File: config.mk
export PLATFORM = sky130hd
export DESIGN_NAME = me_stage
export DESIGN_NICKNAME = d
export VERILOG_FILES = /design/src/rtl/me_stage.sv
export SDC_FILE = /design/constraint.sdc
export NUM_CORES = 1
export LEC_CHECK = 0
export CELL_PAD_IN_SITES_DETAIL_PLACEMENT = 1
export CELL_PAD_IN_SITES_GLOBAL_PLACEMENT = 1
export CORE_AREA = 2 2 128 130
export DETAILED_ROUTE_END_ITERATION = 8
export DIE_AREA = 0 0 130 132
export PLACE_DENSITY = 0.86
export SYNTH_ARGS = -nofsm -noshare
export SYNTH_HDL_FRONTEND = slang
export SYNTH_SLANG_ARGS = --single-unit
File: constraint.sdc
create_clock -name clk -period 1.8 [get_ports clk]
set_input_delay 0.36 -clock clk [delete_from_list [all_inputs] [get_ports clk]]
set_output_delay 0.36 -clock clk [all_outputs]
set_load 0.01 [all_outputs]
File: src/rtl/me_stage.sv
// ---------------------------------------------------------------------------
// me_stage -- memory stage of the pipeline.
//
// Retires one instruction at a time from the EX/ME register. ALU results
// pass through with one cycle of latency. Loads and stores run a
// request/acknowledge handshake with the data memory. While that handshake
// is in progress, the stage stalls the upstream pipeline. A watchdog stops
// an access that is never acknowledged.
//
// Parameters
//   DBITS               data / address width
//   REG_INDEX_BIT_WIDTH destination register index width
//   MEM_TIMEOUT         max ACCESS cycles without mem_ack before mem_err
//
// Ports
//   clk, reset            clock, synchronous active-high reset
//   in_valid, flush       live instruction in EX/ME, kill its writeback
//   EX_intermediateResult ALU result or memory address
//   EX_regData2           store data
//   EX_rd                 destination register
//   EX_ME_mux_sel         load select
//   EX_wrReg, EX_wrMem    register write enable, memory write (store)
//   mem_req, mem_we       memory request, write enable (registered)
//   mem_addr, mem_wdata   memory address, write data (registered)
//   mem_rdata, mem_ack    memory read data, completion strobe
//   stall                 combinational; upstream EX/ME enable = !stall
//   ME_result, ME_rd      retired result and destination
//   ME_wrReg, ME_valid    register write enable, one-cycle retire pulse
//   mem_err               sticky timeout flag, cleared only by reset
// ---------------------------------------------------------------------------
module me_stage #(
    parameter int DBITS               = 32,
    parameter int REG_INDEX_BIT_WIDTH = 4,
    parameter int MEM_TIMEOUT         = 15
) (
    input  logic                           clk,
    input  logic                           reset,
    input  logic                           in_valid,
    input  logic                           flush,
    input  logic [DBITS-1:0]               EX_intermediateResult,
    input  logic [DBITS-1:0]               EX_regData2,
    input  logic [REG_INDEX_BIT_WIDTH-1:0] EX_rd,
    input  logic                           EX_ME_mux_sel,
    input  logic                           EX_wrReg,
    input  logic                           EX_wrMem,
    output logic                           mem_req,
    output logic                           mem_we,
    output logic [DBITS-1:0]               mem_addr,
    output logic [DBITS-1:0]               mem_wdata,
    input  logic [DBITS-1:0]               mem_rdata,
    input  logic                           mem_ack,
    output logic                           stall,
    output logic [DBITS-1:0]               ME_result,
    output logic [REG_INDEX_BIT_WIDTH-1:0] ME_rd,
    output logic                           ME_wrReg,
    output logic                           ME_valid,
    output logic                           mem_err
);

    // Wide enough to hold MEM_TIMEOUT-1 for any legal MEM_TIMEOUT >= 1.
    localparam int TW = (MEM_TIMEOUT > 1) ? $clog2(MEM_TIMEOUT) : 1;
    localparam logic [TW-1:0] TIMER_LAST = TW'(MEM_TIMEOUT - 1);

    typedef enum logic {
        IDLE   = 1'b0,
        ACCESS = 1'b1
    } state_t;

    // ----------------------------------------------------------------------
    // State registers and their next-state values
    // ----------------------------------------------------------------------
    state_t                         state_reg,     state_next;
    logic [TW-1:0]                  timer_reg,     timer_next;
    logic                           flush_lat_reg, flush_lat_next;
    logic [REG_INDEX_BIT_WIDTH-1:0] lat_rd_reg,    lat_rd_next;
    logic                           lat_wr_reg,    lat_wr_next;
    logic                           lat_store_reg, lat_store_next;

    logic                           mem_req_reg,   mem_req_next;
    logic                           mem_we_reg,    mem_we_next;
    logic [DBITS-1:0]               mem_addr_reg,  mem_addr_next;
    logic [DBITS-1:0]               mem_wdata_reg, mem_wdata_next;
    logic [DBITS-1:0]               result_reg,    result_next;
    logic [REG_INDEX_BIT_WIDTH-1:0] rd_reg,        rd_next;
    logic                           wr_reg_reg,    wr_reg_next;
    logic                           valid_reg,     valid_next;
    logic                           err_reg,       err_next;

    logic                           stall_comb;
    logic                           is_mem_op;
    logic                           kill;

    // A store takes priority over the load select. A flushed instruction is
    // never a memory op, so it cannot start a bus transaction.
    assign is_mem_op = in_valid && !flush && (EX_wrMem || EX_ME_mux_sel);

    // A flush seen in any ACCESS cycle, including the completing one,
    // cancels the writeback.
    assign kill = flush_lat_reg || flush;

    // ----------------------------------------------------------------------
    // Next-state and output logic
    // ----------------------------------------------------------------------
    always_comb begin
        state_next     = state_reg;
        timer_next     = timer_reg;
        flush_lat_next = flush_lat_reg;
        lat_rd_next    = lat_rd_reg;
        lat_wr_next    = lat_wr_reg;
        lat_store_next = lat_store_reg;
        mem_req_next   = mem_req_reg;
        mem_we_next    = mem_we_reg;
        mem_addr_next  = mem_addr_reg;
        mem_wdata_next = mem_wdata_reg;
        result_next    = result_reg;
        rd_next        = rd_reg;
        wr_reg_next    = wr_reg_reg;
        err_next       = err_reg;
        valid_next     = 1'b0;
        stall_comb     = 1'b0;

        case (state_reg)
            IDLE: begin
                // mem_ack is ignored here. Only a live, unflushed instruction
                // does anything.
                if (is_mem_op) begin
                    stall_comb     = 1'b1;
                    state_next     = ACCESS;
                    timer_next     = '0;
                    flush_lat_next = 1'b0;
                    lat_rd_next    = EX_rd;
                    lat_wr_next    = EX_wrReg;
                    lat_store_next = EX_wrMem;
                    mem_req_next   = 1'b1;
                    mem_we_next    = EX_wrMem;
                    mem_addr_next  = EX_intermediateResult;
                    mem_wdata_next = EX_regData2;
                end else if (in_valid && !flush) begin
                    result_next = EX_intermediateResult;
                    rd_next     = EX_rd;
                    wr_reg_next = EX_wrReg;
                    valid_next  = 1'b1;
                end
            end

            ACCESS: begin
                // EX inputs are ignored. The bus outputs keep their values
                // because nothing below assigns them except on exit.
                flush_lat_next = kill;
                if (mem_ack) begin
                    state_next     = IDLE;
                    mem_req_next   = 1'b0;
                    valid_next     = 1'b1;
                    rd_next        = lat_rd_reg;
                    flush_lat_next = 1'b0;
                    if (!lat_store_reg) begin
                        result_next = mem_rdata;
                    end
                    wr_reg_next = lat_wr_reg && !lat_store_reg && !kill;
                end else if (timer_reg == TIMER_LAST) begin
                    // Give up. The stall is released during this last cycle
                    // so that upstream advances together with the retire
                    // pulse.
                    state_next     = IDLE;
                    mem_req_next   = 1'b0;
                    err_next       = 1'b1;
                    valid_next     = 1'b1;
                    rd_next        = lat_rd_reg;
                    wr_reg_next    = 1'b0;
                    flush_lat_next = 1'b0;
                end else begin
                    stall_comb = 1'b1;
                    timer_next = timer_reg + 1'b1;
                end
            end

            default: begin
                state_next = IDLE;
            end
        endcase
    end

    // ----------------------------------------------------------------------
    // Registers
    // ----------------------------------------------------------------------
    always_ff @(posedge clk) begin
        if (reset) begin
            state_reg     <= IDLE;
            timer_reg     <= '0;
            flush_lat_reg <= 1'b0;
            lat_rd_reg    <= '0;
            lat_wr_reg    <= 1'b0;
            lat_store_reg <= 1'b0;
            mem_req_reg   <= 1'b0;
            mem_we_reg    <= 1'b0;
            mem_addr_reg  <= '0;
            mem_wdata_reg <= '0;
            result_reg    <= '0;
            rd_reg        <= '0;
            wr_reg_reg    <= 1'b0;
            valid_reg     <= 1'b0;
            err_reg       <= 1'b0;
        end else begin
            state_reg     <= state_next;
            timer_reg     <= timer_next;
            flush_lat_reg <= flush_lat_next;
            lat_rd_reg    <= lat_rd_next;
            lat_wr_reg    <= lat_wr_next;
            lat_store_reg <= lat_store_next;
            mem_req_reg   <= mem_req_next;
            mem_we_reg    <= mem_we_next;
            mem_addr_reg  <= mem_addr_next;
            mem_wdata_reg <= mem_wdata_next;
            result_reg    <= result_next;
            rd_reg        <= rd_next;
            wr_reg_reg    <= wr_reg_next;
            valid_reg     <= valid_next;
            err_reg       <= err_next;
        end
    end

    // The stall is held low while reset is high, so upstream is not frozen
    // by state that is about to be cleared.
    assign stall     = stall_comb && !reset;

    assign mem_req   = mem_req_reg;
    assign mem_we    = mem_we_reg;
    assign mem_addr  = mem_addr_reg;
    assign mem_wdata = mem_wdata_reg;
    assign ME_result = result_reg;
    assign ME_rd     = rd_reg;
    assign ME_wrReg  = wr_reg_reg;
    assign ME_valid  = valid_reg;
    assign mem_err   = err_reg;

endmodule

==> flow_metrics.env <==
export IMPL_max_vdd_ir_drop_v=0.0005976
export IMPL_synth_most_common_cell="nand2_1"
export IMPL_seq_area_um2=2323
export IMPL_async_flop_share=0
export IMPL_detail_route_antenna_nets=0
export IMPL_die_h_um=132
export IMPL_worstHoldStart="mem_wdata[24]"
export IMPL_fillers=1865
export IMPL_die_w_um=130
export IMPL_fin_area_um2=7533
export IMPL_die_area_um2=17160
export IMPL_synth_top_cell_by_area="dfxtp_1"
export IMPL_critical_path_max_fanout=2
export IMPL_syn_avg_cell_area_um2=7.891
export IMPL_ys_warn_count=0
export IMPL_min_to="mem_wdata[24]"
export IMPL_clock_path_buffers=2
export IMPL_vias_per_cell=4.587
export IMPL_syn_num_nets=664
export IMPL_netlist_top_cells_area="dfxtp_1 (53%), nand2_1 (12%), nor2_1 (9.2%)"
export IMPL_nets=889
export IMPL_pin_count=214
export IMPL_synth_ff_type="dfxtp_1"
export IMPL_finalCritPeriodShare=0.9992
export IMPL_synthTopCellsByCount="nand2_1 (144), dfxtp_1 (116), nor2_1 (107)"
export IMPL_port_buffers=213
export IMPL_maxSlewHeadroom=0.7361
export IMPL_finClkSkew_ns=0.007419
export IMPL_root_buffer="clkbuf_16"
export IMPL_routed_wl_um=15970
export IMPL_synth_edf_count=0
export IMPL_dr_pass1_iters=4
export IMPL_grt_max_degree=82
export IMPL_crit_start="flush"
export IMPL_setup_viol=0
export IMPL_numCtsBuffers=17
export IMPL_wire_per_inst_um=15.87
export IMPL_syn_inst=554
export IMPL_worst_setup_path_end_kind="primary output"
export IMPL_vias=4615
export IMPL_hold_viol=0
export IMPL_r2r_end="ME_wrReg"
export IMPL_worstPathRequired_ns=1.44
export IMPL_initial_core_util=0.2782
export IMPL_grt_usage=0.1880
export IMPL_area_delta_synth_final_pct=72.32
export IMPL_drive_gt1_frac=0.09873
export IMPL_synth_top_area_frac=0.5312
export IMPL_arrival_ns=1.44
export IMPL_r2r_setup_slack_ns=0.12
export IMPL_yosysUniqueCellTypes=36
export IMPL_ys_seq_area_frac=0.5312
export IMPL_leakage_uw=0.002778
export IMPL_grt_pass1_wl_um=25190
export IMPL_drc=0
export IMPL_hp_class="reg2reg"
export IMPL_reg2reg_from="state_reg"
export IMPL_row_count=46
export IMPL_worstSetupStartpointType="input port"
export IMPL_antenna_found_initial=0
export IMPL_hpwl_um=11360
export IMPL_status="complete, no violations"
export IMPL_htreeDepth=4
export IMPL_hold_depth=2
export IMPL_fmax_mhz=556.0
export IMPL_worst_slew_pin_slew_ns=0.3959
export IMPL_syn_area_um2=4372
export IMPL_cts_sinks=116
export IMPL_r2r_cells=6
export IMPL_final_min_clock_period_ns=1.799
export IMPL_postPlaceCellArea_um2=6940
export IMPL_gp_congestion=0.7672
export IMPL_p_per_area_nw_per_um2=916.1
export IMPL_cts_tree="done"
export IMPL_rsz0062_at_grt="true"
export IMPL_yosys_register_bits=116
export IMPL_drt_iter0_drc=128
export IMPL_clk_pin_slew_ns=0.05
export IMPL_grt_pass1_vias=4918
export IMPL_cap_violations=0
export IMPL_timing_hold_ws_ns=0.4524
export IMPL_core_area_um2=15710
export IMPL_critPathKind="in2out"
export IMPL_clock_latency_ns=0.40
export IMPL_grt_remaining_overflow=0
export IMPL_finalMaxSlewViolations=0
export IMPL_multiInputGateArea_um2=1888
export IMPL_diodes=0
-- layout make-up --
class,count,area share
clock buffers,25,0.06577
clock inverters,5,0.006643
inverters,3,0.001495
repair buffers,246,0.3312
well taps,216,0.03587
multi-input cells,395,0.2506
flip-flops and latches,116,0.3084
-- cell families after synthesis --
group / Yosys count / share of synthesized area
DFF: 116 / 0.5312
buffers and inverters: 43 / 0.04379
adders and majority gates: 2 / 0.005723
and+or+nand+nor: 298 / 0.2871
AOI/OAI and AO/OA: 89 / 0.1182
muxes: 6 / 0.01402
-- how the worst max path moves through the flow --
stage | endpoint | cells past startpoint
6_report | stall | 5
5_1_grt | stall | 5
4_1_cts | mem_wdata[12] | 7
3_3_place_gp | stall | 5
3_5_place_dp | stall | 5
2_1_floorplan | stall | 5
-- stage by stage --
step	util	TNS, ns	setup WS, ns	total power (µW)	std cells
global route	0.4795	-0.04437	-0.04437	7201	1006
floorplan	-	0	0.1704	3157	554
detailed placement	0.4417	-30.82	-0.4551	3806	974
CTS	0.4772	0	0.002104	7001	1004
finish	0.4795	0	0.001369	6901	1006
global placement	0.4417	-24.72	-0.4265	3779	974
-- metal layers --
layer  track usage  vias up  share of wire
li1              -     2279              -
met1        0.2048     2164           0.40
met2        0.3258      151           0.50
met3       0.07508       21          0.082
met4       0.06930        0          0.020
met5             0        -              0
-- worst max-delay path, cell delays in order --
cell	delay, ns
clkdlybuf4s50_1	0.46
nor3b_4	0.23
nand2_2	0.11
a21oi_2	0.14
buf_2	0.14
-- power breakdown --
part | leakage [µW] | total [µW] | switching (µW) | internal (µW)
registers | 0.000946 | 2760 | 64.9 | 2700
clock network | 0.000273 | 3140 | 1130 | 2020
logic | 0.00156 | 994 | 431 | 563
-- cells in the final DEF (no fill, tap or decap), drive strengths merged, types with 5 or more instances in the layout --
cell and count:
clkbuf 25, nor2 107, nor4 32, a21oi 75
clkdlybuf4s50 210, nand2 144, mux2i 5, buf 35
dfxtp 116, a211oi 6
-- timing repair --
item                       CTS  global route
setup endpoints to repair    2            47
resized for setup           10             4
pin swaps                    1             0
setup buffers                0             2
hold buffers                 0             0
No activity file was read; power rests on OpenSTA's default activity.
